<file path="src/rtl/iomem_timer_if.sv">
// PicoSoC iomem bus bundle: request and write fields from the master,
// a one-cycle ready pulse and read data from the slave.
interface iomem_timer_if;
  logic        iomem_valid;
  logic        iomem_ready;
  logic [3:0]  iomem_wstrb;
  logic [31:0] iomem_addr;
  logic [31:0] iomem_wdata;
  logic [31:0] iomem_rdata;

  modport master (
    output iomem_valid, iomem_wstrb, iomem_addr, iomem_wdata,
    input  iomem_ready, iomem_rdata
  );

  modport slave (
    input  iomem_valid, iomem_wstrb, iomem_addr, iomem_wdata,
    output iomem_ready, iomem_rdata
  );
endinterface

</file>
<file path="src/rtl/iomem_timer.sv">
// Memory-mapped down-counting timer with auto-reload and level irq on the iomem bus.
// Define IOMEM_TIMER_PRESCALER_EN to build the 8-bit prescaler (CTRL[15:8]).
module iomem_timer #(
  parameter logic [7:0] ADDR_HI = 8'h04
) (
  input  logic          clk,
  input  logic          resetn,
  iomem_timer_if.slave  bus,
  output logic          irq
);
  typedef enum logic {ST_IDLE, ST_ACK} state_t;

  state_t      state_reg, state_next;
  logic        en_reg, en_next, auto_reg, auto_next, ie_reg, ie_next;
  logic        exp_reg, exp_next, irq_reg;
  logic [31:0] load_reg, load_next, count_reg, count_next;
  logic [31:0] rdata_reg, rdata_next, rd_mux;
  logic [31:0] load_wr, count_wr;
  logic [7:0]  presc_val;
  logic        acc, wr, wr_ctrl, wr_load, wr_count, wr_status, tick, expire;
  logic [1:0]  sel;
  logic        unused_addr;

  // Ack only from idle so a held valid is answered every second cycle.
  assign acc       = bus.iomem_valid && (bus.iomem_addr[31:24] == ADDR_HI) && (state_reg == ST_IDLE);
  assign sel       = bus.iomem_addr[3:2];
  assign wr        = |bus.iomem_wstrb;
  assign wr_ctrl   = acc && wr && (sel == 2'd0);
  assign wr_load   = acc && wr && (sel == 2'd1);
  assign wr_count  = acc && wr && (sel == 2'd2);
  assign wr_status = acc && wr && (sel == 2'd3);
  assign unused_addr = ^{bus.iomem_addr[23:4], bus.iomem_addr[1:0]};

  genvar gi;
  generate
    for (gi = 0; gi < 4; gi++) begin : g_byte
      assign load_wr[gi*8 +: 8]  = bus.iomem_wstrb[gi] ? bus.iomem_wdata[gi*8 +: 8] : load_reg[gi*8 +: 8];
      assign count_wr[gi*8 +: 8] = bus.iomem_wstrb[gi] ? bus.iomem_wdata[gi*8 +: 8] : count_reg[gi*8 +: 8];
    end
  endgenerate

`ifdef IOMEM_TIMER_PRESCALER_EN
  logic [7:0] presc_reg, presc_next, pcnt_reg, pcnt_next;

  assign presc_val = presc_reg;
  assign tick      = en_reg && (pcnt_reg == presc_reg);

  always_comb begin
    presc_next = presc_reg;
    if (wr_ctrl && bus.iomem_wstrb[1])
      presc_next = bus.iomem_wdata[15:8];
    pcnt_next = pcnt_reg + 8'd1;
    if (!en_reg || wr_ctrl || tick)
      pcnt_next = 8'd0;
  end

  always_ff @(posedge clk) begin
    if (!resetn) begin
      presc_reg <= 8'd0;
      pcnt_reg  <= 8'd0;
    end else begin
      presc_reg <= presc_next;
      pcnt_reg  <= pcnt_next;
    end
  end
`else
  assign presc_val = 8'd0;
  assign tick      = en_reg;
`endif

  assign expire = tick && (count_reg == 32'd0);

  always_comb begin
    case (sel)
      2'd0:    rd_mux = {16'd0, presc_val, 5'd0, ie_reg, auto_reg, en_reg};
      2'd1:    rd_mux = load_reg;
      2'd2:    rd_mux = count_reg;
      default: rd_mux = {31'd0, exp_reg};
    endcase
  end

  always_comb begin
    state_next = ST_IDLE;
    if (acc)
      state_next = ST_ACK;
    rdata_next = acc ? rd_mux : 32'd0;
    en_next    = en_reg;
    auto_next  = auto_reg;
    ie_next    = ie_reg;
    exp_next   = exp_reg;
    load_next  = wr_load ? load_wr : load_reg;
    count_next = count_reg;

    if (tick) begin
      if (count_reg == 32'd0) begin
        if (auto_reg)
          count_next = load_reg;
        else
          en_next = 1'b0;
      end else begin
        count_next = count_reg - 32'd1;
      end
    end
    // Bus writes are applied after the tick so they take precedence.
    if (wr_count)
      count_next = count_wr;
    if (wr_ctrl && bus.iomem_wstrb[0]) begin
      en_next   = bus.iomem_wdata[0];
      auto_next = bus.iomem_wdata[1];
      ie_next   = bus.iomem_wdata[2];
    end
    if (wr_status && bus.iomem_wstrb[0] && bus.iomem_wdata[0])
      exp_next = 1'b0;
    if (expire)
      exp_next = 1'b1;
  end

  always_ff @(posedge clk) begin
    if (!resetn) begin
      state_reg <= ST_IDLE;
      rdata_reg <= 32'd0;
      en_reg    <= 1'b0;
      auto_reg  <= 1'b0;
      ie_reg    <= 1'b0;
      exp_reg   <= 1'b0;
      irq_reg   <= 1'b0;
      load_reg  <= 32'd0;
      count_reg <= 32'd0;
    end else begin
      state_reg <= state_next;
      rdata_reg <= rdata_next;
      en_reg    <= en_next;
      auto_reg  <= auto_next;
      ie_reg    <= ie_next;
      exp_reg   <= exp_next;
      irq_reg   <= exp_reg & ie_reg;
      load_reg  <= load_next;
      count_reg <= count_next;
    end
  end

  assign bus.iomem_ready = (state_reg == ST_ACK);
  assign bus.iomem_rdata = rdata_reg;
  assign irq             = irq_reg;
endmodule

</file>
<file path="src/flat_wrapper.sv">
// flat-port wrapper written by rule: the top's interface ports become plain ports
module iomem_timer_flat 
#(
  parameter logic [7:0] ADDR_HI = 8'h04
)
  (clk, resetn, irq, bus_iomem_valid, bus_iomem_wstrb, bus_iomem_addr, bus_iomem_wdata, bus_iomem_ready, bus_iomem_rdata);
  iomem_timer_if bus_i ();
  input  logic clk;
  input  logic resetn;
  output logic irq;
  input wire logic [$bits(bus_i.iomem_valid)-1:0] bus_iomem_valid;
  input wire logic [$bits(bus_i.iomem_wstrb)-1:0] bus_iomem_wstrb;
  input wire logic [$bits(bus_i.iomem_addr)-1:0] bus_iomem_addr;
  input wire logic [$bits(bus_i.iomem_wdata)-1:0] bus_iomem_wdata;
  output wire logic [$bits(bus_i.iomem_ready)-1:0] bus_iomem_ready;
  output wire logic [$bits(bus_i.iomem_rdata)-1:0] bus_iomem_rdata;
  assign bus_i.iomem_valid = bus_iomem_valid;
  assign bus_i.iomem_wstrb = bus_iomem_wstrb;
  assign bus_i.iomem_addr = bus_iomem_addr;
  assign bus_i.iomem_wdata = bus_iomem_wdata;
  assign bus_iomem_ready = bus_i.iomem_ready;
  assign bus_iomem_rdata = bus_i.iomem_rdata;
  iomem_timer #(.ADDR_HI(ADDR_HI)) u_core (.clk(clk), .resetn(resetn), .bus(bus_i), .irq(irq));
endmodule
</file>
<file path="config.mk">
export PLATFORM = sky130hd
export DESIGN_NAME = iomem_timer_flat
export DESIGN_NICKNAME = d
export VERILOG_FILES = /design/src/rtl/iomem_timer_if.sv /design/src/rtl/iomem_timer.sv /design/src/flat_wrapper.sv
export SDC_FILE = /design/constraint.sdc
export NUM_CORES = 1
export LEC_CHECK = 0
export BUFFER_PORTS_ARGS = -buffer_cell sky130_fd_sc_hd__buf_4
export CAP_MARGIN = 20
export CELL_PAD_IN_SITES_DETAIL_PLACEMENT = 0
export CELL_PAD_IN_SITES_GLOBAL_PLACEMENT = 2
export CORE_MARGIN = 2
export CORE_UTILIZATION = 32
export DETAILED_ROUTE_END_ITERATION = 12
export MAX_ROUTING_LAYER = met4
export PLACE_DENSITY_LB_ADDON = 0.1
export SETUP_SLACK_MARGIN = 0.5
export SLEW_MARGIN = 0
export SYNTH_ARGS = -nofsm -noshare
export SYNTH_HDL_FRONTEND = slang
export SYNTH_SLANG_ARGS = --single-unit
</file>
<file path="constraint.sdc">
create_clock -name clk -period 2.85 [get_ports clk]
set_input_delay 0.4275 -clock clk [delete_from_list [all_inputs] [get_ports clk]]
set_output_delay 0.4275 -clock clk [all_outputs]
set_load 0.05 [all_outputs]
</file>
Yosys cells after proc, flatten, opt, wreduce, memory -nomap -nowiden
Cells that the tools add are included.
{ "op_classes": {"addsub": 1, "mux": 16, "bitwise": 2, "n_eq_ne": 9, "reduce_logical": 25} }
{ "op_table": {"columns": ["op", "n"], "rows": [
  ["$mux W32", 4],
  ["$pmux W32 S3", 1],
  ["$logic_not A32 Y1", 1],
  ["$mux W8", 4],
  ["$sub A32 B1 Y32 const B", 1],
  ["$reduce_and A3 Y1", 4],
  ["$logic_and A1 B1 Y1", 11],
  ["$reduce_and A2 Y1", 5],
  ["$eq A8 B3 Y1 const B", 1],
  ["$ne A2 B2 Y1 const B", 4],
  ["$mux W1", 7],
  ["$eq A2 B2 Y1 const B", 2],
  ["$reduce_bool A2 Y1", 2],
  ["$reduce_or A4 Y1", 1],
  ["$ne A3 B1 Y1 const B", 1],
  ["$eq A2 B1 Y1 const B", 1],
  ["$logic_not A2 Y1", 1],
  ["$and A1 B1 Y1", 1],
  ["$not A1 Y1", 1]
]} }
{ "word_totals": {"reg_bits": 102, "elab_cells": 68, "inputBits": 71, "out_inout_bits": 34} }

Depth between registers and ports, before layout
{ "logic_depth": {"word_depth": 9, "ltp_mapped": 10, "mapped_depth_nobuf": 8} }

Least setup slack after synthesis
No wires, ideal clock.
{ "synth_path": {"path_kind": "input to register", "from": "input port bus_iomem_addr[25]", "to": "register u_core.count_reg[21]", "slack_ps": 669, "arrival_time_ps": 2064, "required_time_ps": 2733, "n_path_buf": 1, "path_stages": 7, "setup_time_ps": 117, "cell_sequence": "or4b_1 > nor3_4 > and3_1 > buf_4 > o21ai_2 > and2_1 > a32o_1"} }
{ "synth_between": {"elab_chain_len": 7, "word_cells_on_any_way": 10, "classes_between": "3 x eq/ne; 1 x mux; 6 x reduce/logical"} }
{ "synth_lines": {"columns": ["item", "line", "rtl"], "rows": [
  ["start, declared", "flat_wrapper.sv:13", "input wire logic [$bits(bus_i.iomem_addr)-1:0] bus_iomem_addr;"],
  ["$eq A8 B3 Y1 *", "iomem_timer.sv:25", "assign acc = bus.iomem_valid && (bus.iomem_addr[31:24] == ADDR_HI) && (state_reg == ST_IDLE);"],
  ["$logic_and A1 B1 Y1 * (2 in series)", "iomem_timer.sv:25", null],
  ["$logic_and A1 B1 Y1 * (2 in series)", "iomem_timer.sv:30", "assign wr_count = acc && wr && (sel == 2'd2);"],
  ["$ne A3 B1 Y1 (no line) (tied with other cells)", null, null],
  ["$reduce_and A3 Y1 (no line)", null, null],
  ["end signal, assigned", "iomem_timer.sv:138", "count_reg <= count_next;"],
  ["end, declared", "iomem_timer.sv:16", "logic [31:0] load_reg, load_next, count_reg, count_next;"]
]} }
Mark *: on every way between the ends. The rest lies on a longest branch, timed or not.
A chain may end at the register's enable or synchronous reset.

Final worst setup path
{ "layout_path": {"from": "register u_core.count_reg[10]", "to": "register u_core.count_reg[22]"} }
{ "layout_between": {"elab_chain_len": 4, "word_cells_on_any_way": 7, "classes_between": "1 x add/sub; 1 x eq/ne; 3 x mux; 2 x reduce/logical"} }
{ "layout_lines": {"columns": ["item", "line", "rtl"], "rows": [
  ["$sub A32 B1 Y32 / $logic_not A32 Y1 (equally long branches)", "iomem_timer.sv:101, iomem_timer.sv:95", null],
  ["$mux W32", "iomem_timer.sv:95", "if (count_reg == 32'd0) begin"],
  ["$mux W32", "iomem_timer.sv:94", "if (tick) begin"],
  ["$mux W32", "iomem_timer.sv:105", "if (wr_count)"]
]} }
Several ways; a longest one is shown, not always the timed one. The select of a mux whose other input is x is not followed.

==> impl_results.md <==
* Status: finished, final reports clean
* Routed WL at 17400 microns
* Die area at 17200 sq um
* Maximum vdd drop at 0.270 mV
* Ys Warns at 0
* Total Routing Usage GR at 20.5%
* Reg2Reg Launch Point: u_core.count_reg[10]
* Critical-path maximum fanout at 13
* R2R Setup Slk at 0.55 ns
* Diode count at 0
* Root buffer cell: clkbuf_16
* P&R area growth vs syn at 25.6%
* Clock sinks at 102
* Inserted Clock Buffers at 9
* Drt drc at 0
* Worst path required time at 3.07 ns
* Kind of critical path: reg2reg
* First-pass GRT wire length at 27100 microns
* HP Start: bus_iomem_wdata[3]
* Vias in the first global route at 4727
* Sequential Power Share at 50.0%
* Total grt overflow at 0
* Synth top area cells: dfxtp_1, nand2_1, a21boi_0
* Worst Reg-to-Reg Cells at 7
* Initial antenna violation count at 0
* Post-route design area at 6510 sq um
* Proportion of netlist area held by the largest area contributor at 39.4%
* Setup TNS at 0 ns
* DR vias at 4977
* CTS max path bufs at 2
* CP Launch Type: flip-flop
* Sw power at 0.632 mW
* Sequential-to-total area share from yosys stat at 39.4%
* Final min period at 2.30 ns
* I/O pin total at 105
* Arr. time, crit path at 2.52 ns
* Syn Inst Count at 634
* Pwr dens at 438 nW/um^2
* Combinational cell fraction of total power at 5.1%
* Worst-skew pair later-pin latency at 0.35 ns
* Syn avg cell area at 8.17 sq um
* H-tree depth at 3
* Die Span X at 131 microns
* # hold bufs at CTS at 0
* Pleak at 2.41 nW
* CTS tree: done
* Syn nets at 707
* I/O Buffers at 82
* RR Endpoint: u_core.count_reg[22]
* Most common cell in the synthesized netlist: nand2_1
* Routed Antenna Nets at 0
* Filler cells at 1652
* Register area at 2040 sq um
* Fin crit share at 80.7%
* WL/cell at 18.7 microns
* Core area at 15800 sq um
* Fin nets at 785
* DR pass1 iterations at 4
* Clk network pwr share at 44.9%
* Min-Delay Path Class: in2reg
* Max Clock Freq at 435 MHz
* Synth cell count leaders: nand2_1, dfxtp_1, nor2_1, a21boi_0, o21ai_0
* Int Power at 2.22 mW
* Final setup viols at 0
* Cell variety after synth at 60
* Largest net degree at the start of global routing at 58
* Multi-input gate area at 3040 sq um
* Hold Vio Cnt, Final at 0
* Post-DP HPWL at 11500 microns
* Num rows at 46
* Leading area contributor after synthesis: dfxtp_1
* Predominant post-synthesis flop cell: dfxtp_1
* Vias per cell at 5.33
* Max-Cap Viols at 0
* Max Clock Skew at 0.00686 ns
* EDFF count, synth at 0
* Sw frac at 22.1%
* Starting density of the core at 32.7%
* Capturing element type of the critical path: flip-flop
* DRT iter0 DRCs at 276
* Post-Syn Area at 5180 sq um
* Clock slew at reported path FFs at 0.07 ns
* Worst Hold End: u_core.load_reg[3]
* Share of post-route cells with drive strength above 1 at 22.7%
* Yosys reg bits at 102
* Placer Congestion at 0.805
* Rel. slew slack at 47.9%
* Final Max Slew Viols at 0
* Die height at 131 microns
* Hold Path Cell Cnt at 3
* Slew of the pin with the lowest slew margin at 0.775 ns
* Post-synth ARST share at 0%
* Placed Instance Area at 6000 sq um
* RSZ-0062 raised after global routing: yes
## stage by stage
stage	power, mW	hold slack [ns]	util, %	worst slack, ns	instances
2_1_floorplan	1.51	0.451	-	0.669	634
3_3_place_gp	1.60	0.465	37.9	0.128	907
3_5_place_dp	1.60	0.472	37.9	0.0958	907
4_1_cts	2.90	0.324	40.2	0.521	927
5_1_grt	2.97	0.337	41.1	0.419	933
6_report	2.85	0.337	41.1	0.550	933
## final cells by class
class                           count  share of cell area, %
Clock buffer                       13                   4.00
Clock inverter                      3                  0.653
Inverter                            3                  0.173
Multi-Input combinational cell    484                   46.7
Sequential cell                   102                   31.4
Tap cell                          216                   4.15
Timing Repair Buffer              112                   13.0
## metal layers
metal / global-route usage, % / share of wire [%] / up-vias
met5: - / 0 / -
met1: 26.8 / 47 / 2404
met3: 2.31 / 3.2 / 16
met4: 7.13 / 1.7 / 0
li1: - / - / 2447
met2: 33.0 / 48 / 110
## worst max-delay path, stage by stage (launching register included)
cell and delay [ns]:
dfxtp_1 0.40, nor4_4 0.27, buf_4 0.19, nand4_1 0.22, or4_4 0.67, o21ai_0 0.22
a21o_1 0.12, a31oi_1 0.08
## cells in the final DEF, fill, tap and decap left out, types with 15 or more instances in the layout
master,count
a22oi_1,29
a21boi_0,34
o211ai_1,16
buf_4,111
o21ai_0,33
nor2_1,54
dfxtp_1,101
a31oi_1,31
xnor2_1,15
nand2_1,130
## worst max path at each step
| stage | startpoint | depth (start not counted) | endpoint | slack (ns) |
|---|---|---|---|---|
| after CTS | u_core.count_reg[1] | 9 | u_core.count_reg[0] | 0.52 |
| after global placement | bus_iomem_addr[25] | 7 | u_core.count_reg[17] | 0.13 |
| after detailed placement | bus_iomem_addr[25] | 7 | u_core.count_reg[21] | 0.1 |
| after global routing | u_core.count_reg[10] | 7 | u_core.count_reg[22] | 0.42 |
| final | u_core.count_reg[10] | 7 | u_core.count_reg[22] | 0.55 |
| after floorplan | bus_iomem_addr[25] | 7 | u_core.count_reg[21] | 0.67 |
## power by group through the flow
| stage | clock (mW) | combinational, mW | sequential (mW) |
|---|---|---|---|
| 2_1_floorplan | 0 | 0.0536 | 1.46 |
| 3_3_place_gp | 0 | 0.142 | 1.46 |
| 3_5_place_dp | 0 | 0.144 | 1.46 |
| 4_1_cts | 1.33 | 0.146 | 1.42 |
| 5_1_grt | 1.39 | 0.156 | 1.42 |
| 6_report | 1.28 | 0.146 | 1.42 |
## what timing repair did
action / 4_1_cts / 5_1_grt
gates resized for setup: 6 / 19
cloned: 2 / 0
setup endpoints to repair: 32 / 41
pin swaps: 3 / 1
setup buffers: 2 / 6
## logic make-up (layout without fill, tap and decap cells)
kind of cell	count (synthesis)	count (layout)	synth area share (%)
xor+xnor	23	23	3.89
fa+ha+maj	2	2	0.483
buf+inv	50	131	4.76
simple gates	272	274	26.3
mux	5	5	1.21
flops	102	102	39.4
compound gates	180	180	23.9
(Power assumes the default switching activity.)
